**config.mk**
```make
export PLATFORM = sky130hd
export DESIGN_NAME = apu_rr_alloc_flat
export DESIGN_NICKNAME = d
export VERILOG_FILES = /design/src/rtl/apu_rr_alloc_if.sv /design/src/rtl/apu_rr_alloc.sv /design/src/flat_wrapper.sv
export SDC_FILE = /design/constraint.sdc
export NUM_CORES = 1
export LEC_CHECK = 0
export BUFFER_PORTS_ARGS = -buffer_cell sky130_fd_sc_hd__buf_2
export CORE_ASPECT_RATIO = 1.25
export CORE_MARGIN = 4
export CORE_UTILIZATION = 30
export CTS_BUF_LIST = sky130_fd_sc_hd__clkbuf_8 sky130_fd_sc_hd__clkbuf_16
export CTS_CLUSTER_DIAMETER = 80
export DETAILED_ROUTE_END_ITERATION = 8
export SYNTH_ARGS = -nofsm -noshare
export SYNTH_HDL_FRONTEND = slang
export SYNTH_SLANG_ARGS = --single-unit
```
**constraint.sdc**
```tcl
create_clock -name clk -period 6.2 [get_ports clk]
set_input_delay 0 -clock clk [delete_from_list [all_inputs] [get_ports clk]]
set_output_delay 0 -clock clk [all_outputs]
set_load 0.01 [all_outputs]
```
**src/rtl/apu_rr_alloc_if.sv**
```systemverilog
// Core/APU handshake bundle for the round-robin APU allocator.
// The slave modport is the allocator side; the master modport is the core/APU side.
interface apu_rr_alloc_if #(
  parameter int unsigned NB_CORES = 4,
  parameter int unsigned NB_APUS  = 2
);
  localparam int unsigned APU_ID_W = ($clog2(NB_APUS) > 1) ? $clog2(NB_APUS) : 1;

  logic [NB_CORES-1:0]               req_i;
  logic [NB_CORES-1:0]               gnt_o;
  logic [NB_CORES-1:0][APU_ID_W-1:0] routing_addr_o;
  logic [NB_APUS-1:0]                apu_req_o;
  logic [NB_APUS-1:0]                apu_gnt_i;
  logic [NB_APUS-1:0]                apu_rvalid_i;
  logic [NB_CORES-1:0]               core_rvalid_o;
  logic [NB_APUS-1:0]                apu_busy_o;
  logic                              err_o;

  modport slave (
    input  req_i, apu_gnt_i, apu_rvalid_i,
    output gnt_o, routing_addr_o, apu_req_o, core_rvalid_o, apu_busy_o, err_o
  );

  modport master (
    output req_i, apu_gnt_i, apu_rvalid_i,
    input  gnt_o, routing_addr_o, apu_req_o, core_rvalid_o, apu_busy_o, err_o
  );
endinterface

```
**src/rtl/apu_rr_alloc.sv**
```systemverilog
// Round-robin allocator sharing NB_APUS APUs among NB_CORES cores, one outstanding
// operation per core, with results routed back to the owning core.
module apu_rr_alloc #(
  parameter int unsigned NB_CORES = 4,
  parameter int unsigned NB_APUS  = 2
) (
  input  logic          clk,
  input  logic          rst,
  apu_rr_alloc_if.slave bus
);
  localparam int unsigned CORE_ID_W = ($clog2(NB_CORES) > 1) ? $clog2(NB_CORES) : 1;
  localparam int unsigned APU_ID_W  = ($clog2(NB_APUS) > 1) ? $clog2(NB_APUS) : 1;
  localparam int unsigned IDX_W     = CORE_ID_W + 1;

  logic [NB_APUS-1:0]                 busy, busy_d;
  logic [NB_APUS-1:0][CORE_ID_W-1:0]  owner, owner_d;
  logic [NB_CORES-1:0]                pending, pending_d;
  logic [CORE_ID_W-1:0]               ptr, ptr_d;
  logic                               err, err_d;

  logic [NB_CORES-1:0]                gnt, core_rvalid;
  logic [NB_CORES-1:0][APU_ID_W-1:0]  routing;
  logic [NB_APUS-1:0]                 apu_req, free;
  logic [IDX_W-1:0]                   idx;
  logic [CORE_ID_W-1:0]               c;
  logic                               found;

  // Assignment scan, handshake acceptance, result routing and next state.
  always_comb begin
    gnt         = '0;
    core_rvalid = '0;
    routing     = '0;
    apu_req     = '0;
    free        = ~busy;
    idx         = '0;
    c           = '0;
    found       = 1'b0;
    busy_d      = busy;
    owner_d     = owner;
    pending_d   = pending;
    ptr_d       = ptr;
    err_d       = 1'b0;

    for (int unsigned k = 0; k < NB_CORES; k++) begin
      idx = {1'b0, ptr} + IDX_W'(k);
      if (idx >= IDX_W'(NB_CORES)) idx = idx - IDX_W'(NB_CORES);
      c     = idx[CORE_ID_W-1:0];
      found = 1'b0;
      if (bus.req_i[c] && !pending[c]) begin
        for (int unsigned a = 0; a < NB_APUS; a++) begin
          if (!found && free[a]) begin
            found      = 1'b1;
            free[a]    = 1'b0;
            apu_req[a] = 1'b1;
            routing[c] = APU_ID_W'(a);
            if (bus.apu_gnt_i[a]) begin
              gnt[c]       = 1'b1;
              busy_d[a]    = 1'b1;
              owner_d[a]   = c;
              pending_d[c] = 1'b1;
              // The last grant in scan order wins, so ptr lands just past it.
              ptr_d = (c == CORE_ID_W'(NB_CORES - 1)) ? '0 : c + CORE_ID_W'(1);
            end
          end
        end
      end
    end

    // A result from an idle APU has no owner to route to and is flagged instead.
    for (int unsigned a = 0; a < NB_APUS; a++) begin
      if (bus.apu_rvalid_i[a]) begin
        if (busy[a]) begin
          core_rvalid[owner[a]] = 1'b1;
          pending_d[owner[a]]   = 1'b0;
          busy_d[a]             = 1'b0;
        end else begin
          err_d = 1'b1;
        end
      end
    end
  end

  // State register.
  always_ff @(posedge clk) begin
    if (rst) begin
      busy    <= '0;
      owner   <= '0;
      pending <= '0;
      ptr     <= '0;
      err     <= 1'b0;
    end else begin
      busy    <= busy_d;
      owner   <= owner_d;
      pending <= pending_d;
      ptr     <= ptr_d;
      err     <= err_d;
    end
  end

  assign bus.gnt_o          = gnt;
  assign bus.routing_addr_o = routing;
  assign bus.apu_req_o      = apu_req;
  assign bus.core_rvalid_o  = core_rvalid;
  assign bus.apu_busy_o     = busy;
  assign bus.err_o          = err;
endmodule

```
**src/flat_wrapper.sv**
```systemverilog
// flat-port wrapper written by rule: the top's interface ports become plain ports
module apu_rr_alloc_flat 
#(
  parameter int unsigned NB_CORES = 4,
  parameter int unsigned NB_APUS  = 2
)
  (clk, rst, bus_req_i, bus_apu_gnt_i, bus_apu_rvalid_i, bus_gnt_o, bus_routing_addr_o, bus_apu_req_o, bus_core_rvalid_o, bus_apu_busy_o, bus_err_o);
  apu_rr_alloc_if #(.NB_CORES(NB_CORES), .NB_APUS(NB_APUS)) bus_i ();
  input  logic clk;
  input  logic rst;
  input wire logic [$bits(bus_i.req_i)-1:0] bus_req_i;
  input wire logic [$bits(bus_i.apu_gnt_i)-1:0] bus_apu_gnt_i;
  input wire logic [$bits(bus_i.apu_rvalid_i)-1:0] bus_apu_rvalid_i;
  output wire logic [$bits(bus_i.gnt_o)-1:0] bus_gnt_o;
  output wire logic [$bits(bus_i.routing_addr_o)-1:0] bus_routing_addr_o;
  output wire logic [$bits(bus_i.apu_req_o)-1:0] bus_apu_req_o;
  output wire logic [$bits(bus_i.core_rvalid_o)-1:0] bus_core_rvalid_o;
  output wire logic [$bits(bus_i.apu_busy_o)-1:0] bus_apu_busy_o;
  output wire logic [$bits(bus_i.err_o)-1:0] bus_err_o;
  assign bus_i.req_i = bus_req_i;
  assign bus_i.apu_gnt_i = bus_apu_gnt_i;
  assign bus_i.apu_rvalid_i = bus_apu_rvalid_i;
  assign bus_gnt_o = bus_i.gnt_o;
  assign bus_routing_addr_o = bus_i.routing_addr_o;
  assign bus_apu_req_o = bus_i.apu_req_o;
  assign bus_core_rvalid_o = bus_i.core_rvalid_o;
  assign bus_apu_busy_o = bus_i.apu_busy_o;
  assign bus_err_o = bus_i.err_o;
  apu_rr_alloc #(.NB_CORES(NB_CORES), .NB_APUS(NB_APUS)) u_core (.clk(clk), .rst(rst), .bus(bus_i));
endmodule
```
==> flow_summary.json <==
{
  "status": "finished, final reports clean",
  "antenna_cells": 0,
  "clk_pin_slew_ps": 80,
  "worst_setup_path_start_kind": "register",
  "slew_headroom_pct": 49.4,
  "yosysUniqueCellTypes": 64,
  "cap_viol_max_count": 0,
  "place_hpwl_um": 4270,
  "cts_resized": 0,
  "maxSlewViolCount": 0,
  "synth_edf_count": 0,
  "setup_viol_count_final": 0,
  "required_ps": 6200,
  "cts_buffers": 3,
  "synthAdderAreaFrac_pct": 2.77,
  "p_leak_nw": 0.730,
  "fill_cells": 634,
  "row_count": 31,
  "synth_mux_area_share_pct": 10.6,
  "clock.fmax_mhz": 237,
  "hold_ws_ps": 60.3,
  "start_util_pct": 31.1,
  "antenna_found_initial": 0,
  "crit_arrival_ps": 4230,
  "cts_hold_buf": 0,
  "ys_seq_elements": 13,
  "finClkSkew_ps": 8.27,
  "die_h_um": 94.8,
  "layout.cells.non_filler": 297,
  "synthXorXnorAreaFrac_pct": 2.49,
  "ios": 27,
  "ys_warn_count": 0,
  "grt_max_degree": 24,
  "timing.final.hold_violations": 0,
  "num_vias": 1921,
  "drt_iter0_markers": 278,
  "die_w_um": 77.4,
  "fin_crit_ps": 4230,
  "yosysSeqAreaShare_pct": 14.4,
  "syn-num-nets": 233,
  "areaGrowthSynthToFinish_pct": 4.43,
  "crit_type": "reg2out",
  "min_path_type": "in2reg",
  "dp.cells": 293,
  "die_area_mm2": 0.00734,
  "synthSimpleGateAreaFrac_pct": 22.5,
  "synthArstFlopShare_pct": 0,
  "setup_tns_ps": 0,
  "synth_compound_area_share_pct": 35.2,
  "cts_setup_buffers": 0,
  "worst_ir_drop_vdd_mv": 0.127,
  "avgSynthCellArea_um2": 8.26,
  "cp-end-kind": "primary output",
  "synth_top_family_by_area": "compound AO/OA/AOI/OAI gates",
  "insertion_delay_ps": 260,
  "postSynthCellCount": 219,
  "drt-vias-per-instance": 6.47,
  "power_density_mw_per_mm2": 537,
  "drt-pass1-iter-count": 7,
  "io_buffers": 26,
  "grt_pass1_vias": 1807,
  "cts_sinks": 13,
  "overflow": 0,
  "wl_um": 5710,
  "track_usage_pct": 15.6,
  "rsz0062_at_grt": "no",
  "coreArea_mm2": 0.00582,
  "h-tree-depth": 1,
  "wl_per_cell_um": 19.2,
  "gp_congestion": 0.883,
  "layout-drive-gt1-share_pct": 20.8,
  "syn_area_mm2": 0.00181,
  "final_nets": 246,
  "synth_flop_cell": "dfxtp_1",
  "cts_tree": "built",
  "clockBufferDepth": 2,
  "worst_slew_pin_slew_ps": 757,
  "ant_nets": 0,
  "remaining_drc_errors": 0,
  "ctsRootBufferMaster": "clkbuf_8",
  "cp_max_fo": 23,
  "grt_pass1_wl_um": 9090,
  "finalCritPeriodShare_pct": 68.2
}
power by group:
part / switching [mW] / internal, mW / leakage, nW
sequential: 0.0596 / 0.115 / 0.107
clock: 0.0415 / 0.0441 / 0.0269
combinational: 0.453 / 0.301 / 0.595
registers in the layout, summed over array words and instances, names as in the netlist:
signal	flops
u_core.owner	4
u_core.pending	4
u_core.bus.apu_busy_o	2
u_core.ptr	2
u_core.bus.err_o	1
critical path, cell delays in order, from the launching register on:
cell and delay, ps:
dfxtp_1 820, inv_1 460, ha_1 670, mux4_2 750, xnor2_4 240, a41o_1 350, a222oi_1 430, nand2_1 90
buf_2 150
synthesized netlist by cell type (5+ instances only):
master	instances	area share, %
dfxtp_1	13	14
o21ai_0	12	3.3
clkbuf_8	6	4.6
nor2b_1	5	1.7
o22ai_1	6	2.1
nand2b_1	6	2.1
nor2_1	12	2.5
nand3_1	6	1.7
mux4_2	6	7.5
nand2_1	20	4.2
a21oi_1	12	3.3
o21ai_1	6	1.7
a311oi_1	6	2.9
nor3_1	5	1.4
inv_1	10	2.1
kinds of logic (layout without fill, tap and decap cells):
group | count (synthesis) | count (layout)
buffers and inverters | 29 | 41
adder cells (fa/ha/maj) | 4 | 4
flip-flops | 13 | 13
AO/OA/AOI/OAI | 85 | 85
multiplexers | 10 | 10
AND/OR/NAND/NOR | 75 | 75
XOR/XNOR | 3 | 3
area by class of cell:
class,count,area [um^2],area share (%)
Timing Repair Buffer,26,130,6.89
Clock buffer,3,41.3,2.19
Sequential cell,13,260,13.8
Tap cell,66,82.6,4.37
Clock inverter,1,3.75,0.199
Inverter,11,41.3,2.19
Multi-Input combinational cell,177,1330,70.4
per-stage QoR:
step                power, mW  util (%)  instance area (um^2)  worst slack [ps]
global placement        0.915      31.7                  1840              2300
finish                   1.01      32.5                  1890              1970
global route             1.09      32.5                  1890              1710
detailed placement      0.920      31.7                  1840              2240
floorplan               0.786         -                  1810              3530
CTS                      1.01      32.5                  1890              2010
layout by cell type (no fill, tap or decap), types with 5 or more instances in the layout:
master    instances
a311oi_1          6
a21oi_1          12
o21ai_0          12
o22ai_1           6
nor2b_1           5
buf_2            26
o21ai_1           6
nand3_1           6
nand2_1          20
nand2b_1          6
mux4_2            6
nor2_1           12
inv_1            11
nor3_1            5
dfxtp_1          13
metal layers:
metal	routed length [um]	vias to the layer above	share of wire [%]	global-route usage, %
li1	-	889	-	-
met5	0	-	0	0
met3	446	22	7.8	2.77
met4	207	0	3.6	7.12
met2	2800	107	49	27.4
met1	2260	903	40	18.6
worst paths after layout:
kind / startpoint / endpoint / slack [ps] / depth (start not counted)
hold reg to reg: u_core.pending[3] / u_core.pending[3] / 480 / 2
hold / removal: bus_apu_rvalid_i[1] / u_core.bus.err_o / 60 / 3
setup reg to reg: u_core.ptr[0] / u_core.pending[2] / 2160 / 7
setup / recovery: u_core.ptr[0] / bus_gnt_o[2] / 1970 / 8
Power figures use the tool's default switching activity.
